<file path="config.mk">
export PLATFORM = sky130hd
export DESIGN_NAME = id_ex_stage_flat
export DESIGN_NICKNAME = d
export VERILOG_FILES = /design/src/rtl/id_ex_stage_if.sv /design/src/rtl/id_ex_stage.sv /design/src/flat_wrapper.sv
export SDC_FILE = /design/constraint.sdc
export NUM_CORES = 1
export LEC_CHECK = 0
export CORE_AREA = 2 2 125 127
export DETAILED_ROUTE_END_ITERATION = 6
export DIE_AREA = 0 0 127 129
export MAX_ROUTING_LAYER = met4
export PLACE_DENSITY = 0.8
export SETUP_SLACK_MARGIN = 0.05
export SLEW_MARGIN = 40
export SYNTH_ARGS = -nofsm -noshare
export SYNTH_HDL_FRONTEND = slang
export SYNTH_SLANG_ARGS = --single-unit
</file>
<file path="constraint.sdc">
create_clock -name clk -period 2.4 [get_ports clk]
set_input_delay 0.72 -clock clk [delete_from_list [all_inputs] [get_ports clk]]
set_output_delay 0.72 -clock clk [all_outputs]
set_load 0.02 [all_outputs]
</file>
<file path="src/rtl/id_ex_stage_if.sv">
// ID/EX pipeline bus: decoded ID-side fields and flush in; stall and the registered
// EX-side fields out.
interface id_ex_stage_if #(
    parameter int unsigned DATA_W = 32,
    parameter int unsigned REG_AW = 5
);
    logic              id_valid;
    logic              id_reg_dst;
    logic              id_alu_src;
    logic              id_mem_to_reg;
    logic              id_reg_write;
    logic              id_mem_read;
    logic              id_mem_write;
    logic              id_branch;
    logic              id_addi;
    logic [1:0]        id_alu_op;
    logic [DATA_W-1:0] id_pc4;
    logic [DATA_W-1:0] id_rs_data;
    logic [DATA_W-1:0] id_rt_data;
    logic [DATA_W-1:0] id_imm;
    logic [REG_AW-1:0] id_rs;
    logic [REG_AW-1:0] id_rt;
    logic [REG_AW-1:0] id_rd;
    logic [5:0]        id_funct;
    logic              flush;

    logic              stall;
    logic              ex_valid;
    logic              ex_reg_dst;
    logic              ex_alu_src;
    logic              ex_mem_to_reg;
    logic              ex_reg_write;
    logic              ex_mem_read;
    logic              ex_mem_write;
    logic              ex_branch;
    logic              ex_addi;
    logic [1:0]        ex_alu_op;
    logic [DATA_W-1:0] ex_pc4;
    logic [DATA_W-1:0] ex_rs_data;
    logic [DATA_W-1:0] ex_rt_data;
    logic [DATA_W-1:0] ex_imm;
    logic [REG_AW-1:0] ex_rs;
    logic [REG_AW-1:0] ex_rt;
    logic [REG_AW-1:0] ex_rd;
    logic [5:0]        ex_funct;

    modport master (
        output id_valid, id_reg_dst, id_alu_src, id_mem_to_reg, id_reg_write, id_mem_read,
               id_mem_write, id_branch, id_addi, id_alu_op, id_pc4, id_rs_data, id_rt_data,
               id_imm, id_rs, id_rt, id_rd, id_funct, flush,
        input  stall, ex_valid, ex_reg_dst, ex_alu_src, ex_mem_to_reg, ex_reg_write,
               ex_mem_read, ex_mem_write, ex_branch, ex_addi, ex_alu_op, ex_pc4, ex_rs_data,
               ex_rt_data, ex_imm, ex_rs, ex_rt, ex_rd, ex_funct
    );

    modport slave (
        input  id_valid, id_reg_dst, id_alu_src, id_mem_to_reg, id_reg_write, id_mem_read,
               id_mem_write, id_branch, id_addi, id_alu_op, id_pc4, id_rs_data, id_rt_data,
               id_imm, id_rs, id_rt, id_rd, id_funct, flush,
        output stall, ex_valid, ex_reg_dst, ex_alu_src, ex_mem_to_reg, ex_reg_write,
               ex_mem_read, ex_mem_write, ex_branch, ex_addi, ex_alu_op, ex_pc4, ex_rs_data,
               ex_rt_data, ex_imm, ex_rs, ex_rt, ex_rd, ex_funct
    );
endinterface

</file>
<file path="src/rtl/id_ex_stage.sv">
// ID/EX pipeline register with load-use hazard detection and branch flush.
// Optional ID_EX_STALL_CNT_EN adds a saturating stall_cnt output.
module id_ex_stage #(
    parameter int unsigned DATA_W = 32,
    parameter int unsigned REG_AW = 5
) (
    input  logic        clk,
    input  logic        rst,
`ifdef ID_EX_STALL_CNT_EN
    output logic [31:0] stall_cnt,
`endif
    id_ex_stage_if.slave bus
);

    logic uses_rt;
    logic rs_match;
    logic rt_match;
    logic hazard;
    logic bubble;
    logic ctrl_en;

    // lw and addi write rt rather than read it, so only R-format, beq and sw count here.
    assign uses_rt  = bus.id_reg_dst | bus.id_branch | bus.id_mem_write;
    assign rs_match = (bus.ex_rt == bus.id_rs);
    assign rt_match = uses_rt & (bus.ex_rt == bus.id_rt);

    always_comb begin
        hazard = bus.ex_valid & bus.ex_mem_read & (bus.ex_rt != {REG_AW{1'b0}}) &
                 (rs_match | rt_match) & bus.id_valid;
    end

    assign bus.stall = hazard & ~bus.flush & ~rst;
    assign bubble    = bus.flush | hazard;
    assign ctrl_en   = bus.id_valid;

    always_ff @(posedge clk) begin
        if (rst || bubble) begin
            bus.ex_valid      <= 1'b0;
            bus.ex_reg_dst    <= 1'b0;
            bus.ex_alu_src    <= 1'b0;
            bus.ex_mem_to_reg <= 1'b0;
            bus.ex_reg_write  <= 1'b0;
            bus.ex_mem_read   <= 1'b0;
            bus.ex_mem_write  <= 1'b0;
            bus.ex_branch     <= 1'b0;
            bus.ex_addi       <= 1'b0;
            bus.ex_alu_op     <= 2'b00;
            bus.ex_pc4        <= {DATA_W{1'b0}};
            bus.ex_rs_data    <= {DATA_W{1'b0}};
            bus.ex_rt_data    <= {DATA_W{1'b0}};
            bus.ex_imm        <= {DATA_W{1'b0}};
            bus.ex_rs         <= {REG_AW{1'b0}};
            bus.ex_rt         <= {REG_AW{1'b0}};
            bus.ex_rd         <= {REG_AW{1'b0}};
            bus.ex_funct      <= 6'd0;
        end else begin
            bus.ex_valid      <= bus.id_valid;
            // An invalid ID slot still moves its data but never its side effects.
            bus.ex_reg_dst    <= bus.id_reg_dst & ctrl_en;
            bus.ex_alu_src    <= bus.id_alu_src & ctrl_en;
            bus.ex_mem_to_reg <= bus.id_mem_to_reg & ctrl_en;
            bus.ex_reg_write  <= bus.id_reg_write & ctrl_en;
            bus.ex_mem_read   <= bus.id_mem_read & ctrl_en;
            bus.ex_mem_write  <= bus.id_mem_write & ctrl_en;
            bus.ex_branch     <= bus.id_branch & ctrl_en;
            bus.ex_addi       <= bus.id_addi & ctrl_en;
            bus.ex_alu_op     <= bus.id_alu_op & {2{ctrl_en}};
            bus.ex_pc4        <= bus.id_pc4;
            bus.ex_rs_data    <= bus.id_rs_data;
            bus.ex_rt_data    <= bus.id_rt_data;
            bus.ex_imm        <= bus.id_imm;
            bus.ex_rs         <= bus.id_rs;
            bus.ex_rt         <= bus.id_rt;
            bus.ex_rd         <= bus.id_rd;
            bus.ex_funct      <= bus.id_funct;
        end
    end

`ifdef ID_EX_STALL_CNT_EN
    always_ff @(posedge clk) begin
        if (rst) begin
            stall_cnt <= 32'd0;
        end else if (bus.stall && (stall_cnt != 32'hFFFF_FFFF)) begin
            stall_cnt <= stall_cnt + 32'd1;
        end
    end
`endif

endmodule

</file>
<file path="src/flat_wrapper.sv">
// flat-port wrapper written by rule: the top's interface ports become plain ports
module id_ex_stage_flat 
#(
    parameter int unsigned DATA_W = 32,
    parameter int unsigned REG_AW = 5
)
  (clk, rst, bus_id_valid, bus_id_reg_dst, bus_id_alu_src, bus_id_mem_to_reg, bus_id_reg_write, bus_id_mem_read, bus_id_mem_write, bus_id_branch, bus_id_addi, bus_id_alu_op, bus_id_pc4, bus_id_rs_data, bus_id_rt_data, bus_id_imm, bus_id_rs, bus_id_rt, bus_id_rd, bus_id_funct, bus_flush, bus_stall, bus_ex_valid, bus_ex_reg_dst, bus_ex_alu_src, bus_ex_mem_to_reg, bus_ex_reg_write, bus_ex_mem_read, bus_ex_mem_write, bus_ex_branch, bus_ex_addi, bus_ex_alu_op, bus_ex_pc4, bus_ex_rs_data, bus_ex_rt_data, bus_ex_imm, bus_ex_rs, bus_ex_rt, bus_ex_rd, bus_ex_funct);
  id_ex_stage_if #(.DATA_W(DATA_W), .REG_AW(REG_AW)) bus_i ();
  input  logic clk;
  input  logic rst;
  input wire logic [$bits(bus_i.id_valid)-1:0] bus_id_valid;
  input wire logic [$bits(bus_i.id_reg_dst)-1:0] bus_id_reg_dst;
  input wire logic [$bits(bus_i.id_alu_src)-1:0] bus_id_alu_src;
  input wire logic [$bits(bus_i.id_mem_to_reg)-1:0] bus_id_mem_to_reg;
  input wire logic [$bits(bus_i.id_reg_write)-1:0] bus_id_reg_write;
  input wire logic [$bits(bus_i.id_mem_read)-1:0] bus_id_mem_read;
  input wire logic [$bits(bus_i.id_mem_write)-1:0] bus_id_mem_write;
  input wire logic [$bits(bus_i.id_branch)-1:0] bus_id_branch;
  input wire logic [$bits(bus_i.id_addi)-1:0] bus_id_addi;
  input wire logic [$bits(bus_i.id_alu_op)-1:0] bus_id_alu_op;
  input wire logic [$bits(bus_i.id_pc4)-1:0] bus_id_pc4;
  input wire logic [$bits(bus_i.id_rs_data)-1:0] bus_id_rs_data;
  input wire logic [$bits(bus_i.id_rt_data)-1:0] bus_id_rt_data;
  input wire logic [$bits(bus_i.id_imm)-1:0] bus_id_imm;
  input wire logic [$bits(bus_i.id_rs)-1:0] bus_id_rs;
  input wire logic [$bits(bus_i.id_rt)-1:0] bus_id_rt;
  input wire logic [$bits(bus_i.id_rd)-1:0] bus_id_rd;
  input wire logic [$bits(bus_i.id_funct)-1:0] bus_id_funct;
  input wire logic [$bits(bus_i.flush)-1:0] bus_flush;
  output wire logic [$bits(bus_i.stall)-1:0] bus_stall;
  output wire logic [$bits(bus_i.ex_valid)-1:0] bus_ex_valid;
  output wire logic [$bits(bus_i.ex_reg_dst)-1:0] bus_ex_reg_dst;
  output wire logic [$bits(bus_i.ex_alu_src)-1:0] bus_ex_alu_src;
  output wire logic [$bits(bus_i.ex_mem_to_reg)-1:0] bus_ex_mem_to_reg;
  output wire logic [$bits(bus_i.ex_reg_write)-1:0] bus_ex_reg_write;
  output wire logic [$bits(bus_i.ex_mem_read)-1:0] bus_ex_mem_read;
  output wire logic [$bits(bus_i.ex_mem_write)-1:0] bus_ex_mem_write;
  output wire logic [$bits(bus_i.ex_branch)-1:0] bus_ex_branch;
  output wire logic [$bits(bus_i.ex_addi)-1:0] bus_ex_addi;
  output wire logic [$bits(bus_i.ex_alu_op)-1:0] bus_ex_alu_op;
  output wire logic [$bits(bus_i.ex_pc4)-1:0] bus_ex_pc4;
  output wire logic [$bits(bus_i.ex_rs_data)-1:0] bus_ex_rs_data;
  output wire logic [$bits(bus_i.ex_rt_data)-1:0] bus_ex_rt_data;
  output wire logic [$bits(bus_i.ex_imm)-1:0] bus_ex_imm;
  output wire logic [$bits(bus_i.ex_rs)-1:0] bus_ex_rs;
  output wire logic [$bits(bus_i.ex_rt)-1:0] bus_ex_rt;
  output wire logic [$bits(bus_i.ex_rd)-1:0] bus_ex_rd;
  output wire logic [$bits(bus_i.ex_funct)-1:0] bus_ex_funct;
  assign bus_i.id_valid = bus_id_valid;
  assign bus_i.id_reg_dst = bus_id_reg_dst;
  assign bus_i.id_alu_src = bus_id_alu_src;
  assign bus_i.id_mem_to_reg = bus_id_mem_to_reg;
  assign bus_i.id_reg_write = bus_id_reg_write;
  assign bus_i.id_mem_read = bus_id_mem_read;
  assign bus_i.id_mem_write = bus_id_mem_write;
  assign bus_i.id_branch = bus_id_branch;
  assign bus_i.id_addi = bus_id_addi;
  assign bus_i.id_alu_op = bus_id_alu_op;
  assign bus_i.id_pc4 = bus_id_pc4;
  assign bus_i.id_rs_data = bus_id_rs_data;
  assign bus_i.id_rt_data = bus_id_rt_data;
  assign bus_i.id_imm = bus_id_imm;
  assign bus_i.id_rs = bus_id_rs;
  assign bus_i.id_rt = bus_id_rt;
  assign bus_i.id_rd = bus_id_rd;
  assign bus_i.id_funct = bus_id_funct;
  assign bus_i.flush = bus_flush;
  assign bus_stall = bus_i.stall;
  assign bus_ex_valid = bus_i.ex_valid;
  assign bus_ex_reg_dst = bus_i.ex_reg_dst;
  assign bus_ex_alu_src = bus_i.ex_alu_src;
  assign bus_ex_mem_to_reg = bus_i.ex_mem_to_reg;
  assign bus_ex_reg_write = bus_i.ex_reg_write;
  assign bus_ex_mem_read = bus_i.ex_mem_read;
  assign bus_ex_mem_write = bus_i.ex_mem_write;
  assign bus_ex_branch = bus_i.ex_branch;
  assign bus_ex_addi = bus_i.ex_addi;
  assign bus_ex_alu_op = bus_i.ex_alu_op;
  assign bus_ex_pc4 = bus_i.ex_pc4;
  assign bus_ex_rs_data = bus_i.ex_rs_data;
  assign bus_ex_rt_data = bus_i.ex_rt_data;
  assign bus_ex_imm = bus_i.ex_imm;
  assign bus_ex_rs = bus_i.ex_rs;
  assign bus_ex_rt = bus_i.ex_rt;
  assign bus_ex_rd = bus_i.ex_rd;
  assign bus_ex_funct = bus_i.ex_funct;
  id_ex_stage #(.DATA_W(DATA_W), .REG_AW(REG_AW)) u_core (.clk(clk), .rst(rst), .bus(bus_i));
endmodule
</file>
=== Yosys cells after proc, flatten, opt, wreduce, memory -nomap -nowiden ===
Cells that the tools add are included.

* $add $sub $neg: 0
* Multiply operators: 0
* Div/mod/pow operators: 0
* Order comparisons: 0
* Equal/unequal tests: 2
* Shift operators: 0
* Multiplexer cells: 0
* Bitwise gates (word level): 22
* Reductions and logical operators: 2

{| class="wikitable"
|+ Operator list
! operator !! number
|-
| bitwise AND 1 bit || 15
|-
| equality test 5 bit || 2
|-
| nonzero test 5 bit || 1
|-
| OR 1 bit || 4
|-
| bitwise AND 2 bit || 1
|-
| NOT 1 bit || 2
|-
| logical OR 1 bit || 1
|}

* Bits in registers: 160
* Latch bits: 0
* Bits in writable memories: 0
* ROM bits: 0
* Input port bits: 163
* Output and inout bits: 161
* Word-level logic and storage cells: 44
* Memories: 0

=== Depth between registers and ports, before layout ===
Gate-level depths: netlist of the first run.

* Word-level depth: 8
* Gate-level depth with buffers: 6
* Depth with buffers taken out: 4

=== Worst setup path before layout of the first run ===
Ideal clock, no wire load.

* Kind: in2out
* Start point: input bus_id_rt[0]
* End point: output bus_stall
* Arrival time: 1620 ps
* Data required time: 1680 ps
* Setup slack: 60 ps
* Stages: 5
* Buffers on the path: 1
* Path through: xnor2_1 -> nand4_1 -> o22ai_2 -> buf_6 -> and3_1

* Longest elaborated chain between the ends: 7

{| class="wikitable"
|+ Ends and longest elaborated chain
! element !! line !! text
|-
| start, declared || flat_wrapper.sv:26 || <nowiki>input wire logic [$bits(bus_i.id_rt)-1:0] bus_id_rt;</nowiki>
|-
| equality test 5 bit || id_ex_stage.sv:25 || <nowiki>assign rt_match = uses_rt & (bus.ex_rt == bus.id_rt);</nowiki>
|-
| bitwise AND 1 bit || id_ex_stage.sv:25 ||
|-
| OR 1 bit || id_ex_stage.sv:29 || <nowiki>(rs_match | rt_match) & bus.id_valid;</nowiki>
|-
| bitwise AND 1 bit || id_ex_stage.sv:28 || <nowiki>hazard = bus.ex_valid & bus.ex_mem_read & (bus.ex_rt != {REG_AW{1'b0}}) &</nowiki>
|-
| bitwise AND 1 bit || id_ex_stage.sv:29 ||
|-
| bitwise AND 1 bit (2 in a row) || id_ex_stage.sv:32 || <nowiki>assign bus.stall = hazard & ~bus.flush & ~rst;</nowiki>
|-
| end, declared || flat_wrapper.sv:30 || <nowiki>output wire logic [$bits(bus_i.stall)-1:0] bus_stall;</nowiki>
|}

No other way between the ends.

=== Worst setup path after layout of the first run ===
* Start point: input bus_id_rt[4]
* End point: output bus_stall

The elaborated chain is that of the path after synthesis.

==> results.cfg, run 1 <==
[critical_path]
crit_required_ns = 1.68
reg2reg_from = u_core.bus.ex_rt[0]
crit_start = bus_id_rt[4]
reg2regPathDepth = 7
end_kind = output port
cp-endpoint = bus_stall
critPathArrivalTime_ns = 1.78
cp-start-kind = input port
setup.worst_path.class = in2out
path_max_fanout = 2
r2r_slack_ns = 0.18
r2r_end = u_core.bus.ex_rt_data[27]

[timing]
fin_crit_ns = 2.50
grt_setup_unrepaired = yes
relSlewSlack_pct = 51.3
setup_ws_ns = -0.100
worst_pin_slew_ns = 0.731
skew_ns = 0.00548
period_share_pct = 104
setup-tns-final_ns = -0.100
slew_viol_final = 0
fmax_ghz = 0.400
setup_viol_count_final = 1
finalHoldViolCount = 0

[synth]
synth-seq-cells = 160
synth_warnings = 0
synth_top_area_share_pct = 63.8
syn_avg_cell_area_um2 = 9.07
dominantRegCellSynth = dfxtp_1
ys_seq_area_share_pct = 63.8
synth_top_cell_by_area = dfxtp_1
synth_commonest_cells = 160 x a21oi_1, 160 x dfxtp_1, 151 x nand2_1, 29 x clkbuf_1, 17 x buf_2
synth-edff-count = 0
synth_fp_nets = 716
syn_inst = 553
synthesis.area_um2 = 5020
synthTopCellsByArea = dfxtp_1 64%, a21oi_1 16%, nand2_1 11%
synth_cell_type_count = 17
async_flop_share_pct = 0

[detailed_routing]
drc = 0
routed_via_density = 4.64
final_antenna_net_count = 0
num_vias = 4928
wl_um = 16700
first_pass_iters = 5
detail_route.wl_per_cell_um = 15.7
first_iter_violations = 272

[die]
die_x_um = 127
start_util_pct = 33.5
dieArea_um2 = 16400
core_um2 = 15000
num_rows = 45
die_y_um = 129
io_pins = 324

[clock_tree]
cts_root_buf = clkbuf_16
clk_path_buf_depth = 2
numCtsBuffers = 17
worst_skew_pair.late_latency_ns = 0.41
clk_pin_slew_worst_paths_ns = 0.06
cts_tree = done
cts-hold-fix-buffers = 0
clock_tree.htree_level_count = 4
cts.sinks = 160

[place]
postPlaceCellArea_um2 = 8420
hpwlAfterDp_um = 11300
gp_congestion = 0.832
port_buffers = 323
placed_cells = 1028

[layout]
nets = 1024
antenna_cells = 0
fin_area_um2 = 9240
instances_no_fill = 1062
syn_to_final_growth_pct = 84.1
drive_gt1_share_pct = 9.27

[global_routing]
overflow = 0
grt_pass1_wl_um = 24700
gr-usage-all-layers_pct = 20.3
antenna_found_initial = 0
grt_pass1_vias = 4732
grt_max_degree = 156

[power]
power_frac_seq_pct = 40.1
power_mw = 6.95
power.switching_mw = 1.51
powerDensity_nw_per_um2 = 753
cellLeakagePower_nw = 3.65
ir_worst_vdd_mv = 0.419
internal_power_mw = 5.45
p_clk_share_pct = 47.4
swShare_pct = 21.7
p_comb_share_pct = 12.5

[flow_run]
drv_cap = 0

[outcome]
violations = negative setup slack
status = finished with violations

[hold_path]
hp-class = in2reg
[layout make-up]
| class | count | area [um2] |
|---|---|---|
| Clock buffer | 20 | 447 |
| Clock inverter | 12 | 278 |
| Fill cell | 1209 | 5740 |
| Multi-Input combinational cell | 341 | 1690 |
| Sequential cell | 160 | 3210 |
| Tap cell | 188 | 235 |
| Timing Repair Buffer | 341 | 3380 |
[how the worst min path moves through the flow]
stage	end	depth (start not counted)	from	slack (ns)
after CTS	u_core.bus.ex_rt[0]	3	bus_id_rt[0]	0.50
after global routing	u_core.bus.ex_rt[2]	3	bus_id_rt[2]	0.50
after floorplan	u_core.bus.ex_funct[0]	2	bus_id_funct[0]	0.84
after detailed placement	u_core.bus.ex_pc4[26]	3	u_core.bus.ex_valid	0.68
final	u_core.bus.ex_rt[3]	3	bus_id_rt[3]	0.51
after global placement	u_core.bus.ex_pc4[30]	3	u_core.bus.ex_mem_read	0.66
[through the flow]
| stage | util, % | hold slack (ns) | setup slack, ns |
|---|---|---|---|
| 5_1_grt | 61.7 | 0.502 | -0.133 |
| 4_1_cts | 61.5 | 0.495 | -0.132 |
| 3_5_place_dp | 56.2 | 0.679 | -1.00 |
| 6_report | 61.7 | 0.511 | -0.100 |
| 2_1_floorplan | - | 0.836 | 0.0597 |
| 3_3_place_gp | 56.2 | 0.664 | -1.01 |
[cell families after synthesis]
group	Yosys count	synth area share [%]
AOI/OAI and AO/OA	163	16.5
xor gates and xnor gates	10	1.75
buffers and inverters	52	4.84
DFF	160	63.8
and+or+nand+nor	168	13.0
[worst max-delay path, stage by stage]
cell	delay, ns
buf_2	0.13
xnor2_2	0.20
o31ai_4	0.11
o22ai_4	0.27
and3_4	0.24
buf_6	0.11
[what timing repair did]
item                                    4_1_cts  5_1_grt
setup buffers                                 2        0
resized for setup                            63       10
pin swaps                                    15       10
endpoints found under the setup margin      156       54
[power groups by stage]
stage	sequential, mW	clock, mW	combinational (mW)
after floorplan	2.99	0	0.182
after global placement	2.85	0	0.848
after detailed placement	2.85	0	0.855
after CTS	2.79	3.36	0.868
after global routing	2.80	3.47	0.922
final	2.79	3.29	0.868
[metal layers]
metal	routed length (um)	vias to the layer above	GRT usage, %
li1	-	2430	-
met1	6450	2205	21.6
met2	8040	257	33.2
met3	1620	36	7.32
met4	554	0	10.6
met5	0	-	-
[cell usage in the layout (no fill, tap or decap), types with 2 or more instances in the layout]
cell / count
dlygate4sd2_1: 4
nand3_2: 2
clkbuf_1: 2
dfxtp_2: 4
clkinv_4: 2
dfxtp_1: 155
a21oi_1: 160
nand3_1: 10
xnor2_2: 8
clkdlybuf4s50_1: 308
nand2_1: 150
buf_2: 4
buf_4: 15
clkbuf_16: 17
xnor2_1: 2
bufinv_16: 8
clkbuf_2: 2
buf_12: 3
buf_6: 5
Note: power is estimated with default switching activity, not from simulation.
==> run 2, diff against run 1 <==
--- a/config.mk
+++ b/config.mk
@@ -5,11 +5,13 @@
 export SDC_FILE = /design/constraint.sdc
 export NUM_CORES = 1
 export LEC_CHECK = 0
+export ABC_AREA = 1
 export CORE_AREA = 2 2 125 127
+export CTS_BUF_LIST = sky130_fd_sc_hd__clkbuf_2 sky130_fd_sc_hd__clkbuf_4 sky130_fd_sc_hd__clkbuf_8
 export DETAILED_ROUTE_END_ITERATION = 6
 export DIE_AREA = 0 0 127 129
 export MAX_ROUTING_LAYER = met4
-export PLACE_DENSITY = 0.8
+export PLACE_DENSITY = 0.78
 export SETUP_SLACK_MARGIN = 0.05
 export SLEW_MARGIN = 40
 export SYNTH_ARGS = -nofsm -noshare
==> run 2 against run 1 <==
The run now ends clean. Via count decreased by 8.6%. Sequential share of layout area increased by 1.1 points. Critical path depth increased by 12. Flip-flop and latch count unchanged. Critical path type is now in2reg.
==> results.cfg, run 2 <==
[layout]
drive_gt1_share_pct = 14.1
final_common_cell = clkdlybuf4s50_1
fin_area_um2 = 8950
nets = 1091
antenna_cells = 0
final_util_pct = 59.8
syn_to_final_growth_pct = 89.3
final_cell_mix = 308 x clkdlybuf4s50_1, 163 x nor2_1, 155 x dfxtp_1

[global_routing]
grt_max_degree = 35
grt_pass1_vias = 4459
overflow = 0
antenna_found_initial = 0
gr-usage-all-layers_pct = 18.0
grt_pass1_wl_um = 21700

[die]
io_pins = 324
dieArea_um2 = 16400
die_y_um = 129
start_util_pct = 31.6
num_rows = 45
die_x_um = 127
core_um2 = 15000

[synth]
synth-edff-count = 0
syn_inst = 549
synth_fp_nets = 712
synth_top_area_share_pct = 67.7
synth_commonest_cells = 168 x nor2_1, 160 x dfxtp_1, 155 x inv_1, 39 x nand2_1, 11 x buf_4
dominantRegCellSynth = dfxtp_1
syn_avg_cell_area_um2 = 8.61
synthesis.area_um2 = 4730
async_flop_share_pct = 0
synth_cell_type_count = 13
synth_top_cell_by_area = dfxtp_1
ys_seq_area_share_pct = 67.7
synth_warnings = 0
synth.most_common_cell = nor2_1
synthTopCellsByArea = dfxtp_1 68%, nor2_1 13%, inv_1 12%
synth-seq-cells = 160

[flow_run]
drv_cap = 0

[critical_path]
setup.worst_path.class = in2reg
cp-start-kind = input port
reg2regPathDepth = 12
crit_top_cell = buf_4
path_max_fanout = 2
cp_slowest_cell = buf_4
cp_cell_sequence = buf_6, inv_2, buf_4, buf_4, buf_4, buf_4, buf_4, buf_4, buf_4, buf_4, buf_4, buf_4, buf_4, buf_4, buf_4, buf_4, buf_4, nor2_4
critPathArrivalTime_ns = 2.73
end_kind = flip-flop
cpPeakStageDelay_ns = 0.13
crit_required_ns = 2.79

[timing]
fmax_ghz = 0.426
fin_crit_ns = 2.35
finalHoldViolCount = 0
period_share_pct = 97.8
worst_pin_slew_ns = 0.318
skew_ns = 0.00971
slew_viol_final = 0
setup-tns-final_ns = 0
whs_ns = 0.518
relSlewSlack_pct = 78.7
setup_viol_count_final = 0
grt_setup_unrepaired = yes

[clock_tree]
cts-hold-fix-buffers = 0
clock_tree.htree_level_count = 4
clk_pin_slew_worst_paths_ns = 0.10
cts.sinks = 160
numCtsBuffers = 17
cts_tree = done
clk_path_buf_depth = 2
worst_skew_pair.late_latency_ns = 0.44
cts_root_buf = clkbuf_8

[place]
gp_congestion = 0.858
hpwlAfterDp_um = 10800
postPlaceCellArea_um2 = 8320
port_buffers = 323

[detailed_routing]
first_pass_iters = 4
wl_um = 14900
routed_via_density = 3.99
final_antenna_net_count = 0
num_vias = 4504
detail_route.wl_per_cell_um = 13.2
drc = 0
first_iter_violations = 142

[power]
powerDensity_nw_per_um2 = 618
ir_worst_vdd_mv = 0.320
cellLeakagePower_nw = 4.26
power_mw = 5.53

[outcome]
status = finished, final reports clean

[hold_path]
hp-class = in2reg
holdPathStages = 3
run 2: cell types whose count changed after synthesis, sizes merged:
cell	previous run	this run
nand3	12	2
o31ai	1	0
clkbuf	29	1
xnor2	10	1
nor2	2	168
buf	23	17
and3	1	0
nand4	1	2
inv	0	157
nand2	151	40
a21oi	161	0
o22ai	1	0
run 2: per-stage QoR:
step / setup slack, ns / instances
finish: 0.0538 / 1129
global route: -0.0141 / 1129
CTS: 0.0388 / 1129
detailed placement: -0.767 / 1065
global placement: -0.780 / 1065
floorplan: 0.269 / 549
run 2: final timing paths:
check / start / to / slack [ns]
worst max register to register: u_core.bus.ex_rt[3] / u_core.bus.ex_imm[26] / 0.71
worst min-delay path: bus_id_rs[1] / u_core.bus.ex_rs[1] / 0.52
worst min register to register: u_core.bus.ex_mem_read / u_core.bus.ex_mem_read / 1.11
worst max-delay path: bus_id_rt[4] / u_core.bus.ex_rt[4] / 0.05
run 2: power breakdown:
part           internal, mW  switching, mW  leakage, nW
Combinational         0.506          0.369         2.77
Sequential             2.76         0.0305         1.32
Clock                 0.777           1.09        0.176
run 2: cell families after synthesis:
logic type    synth area share (%)
xor+xnor                     0.185
buf+inv                       14.9
flops                         67.7
simple gates                  17.1
run 2: area by class of cell:
cell class                 count  area (um2)
inverter                     157         589
clock buffer                  18         248
tap                          188         235
multi-input combinational    214         887
sequential                   160        3210
fill                        1246        6030
clock inverter                14         123
timing repair buffer         378        3650
run 2: metal layers:
metal | vias to the layer above | global-route usage [%] | routed length (um)
met5 | - | - | 0
met4 | 0 | 7.76 | 333
met2 | 230 | 32.0 | 7720
li1 | 2253 | - | -
met1 | 1995 | 17.3 | 5390
met3 | 26 | 7.23 | 1420
run 2: what timing repair did:
| item | in CTS | in global routing |
|---|---|---|
| pin swaps | 16 | 12 |
| setup buffers | 32 | 0 |
| setup endpoints to repair | 1 | 3 |
| resized for setup | 71 | 20 |
| cloned | 0 | 0 |
run 2: critical path: cells and delay by family:
family,cells,cell delay [ns]
buffers and inverters,17,1.96
and+or+nand+nor,1,0.06
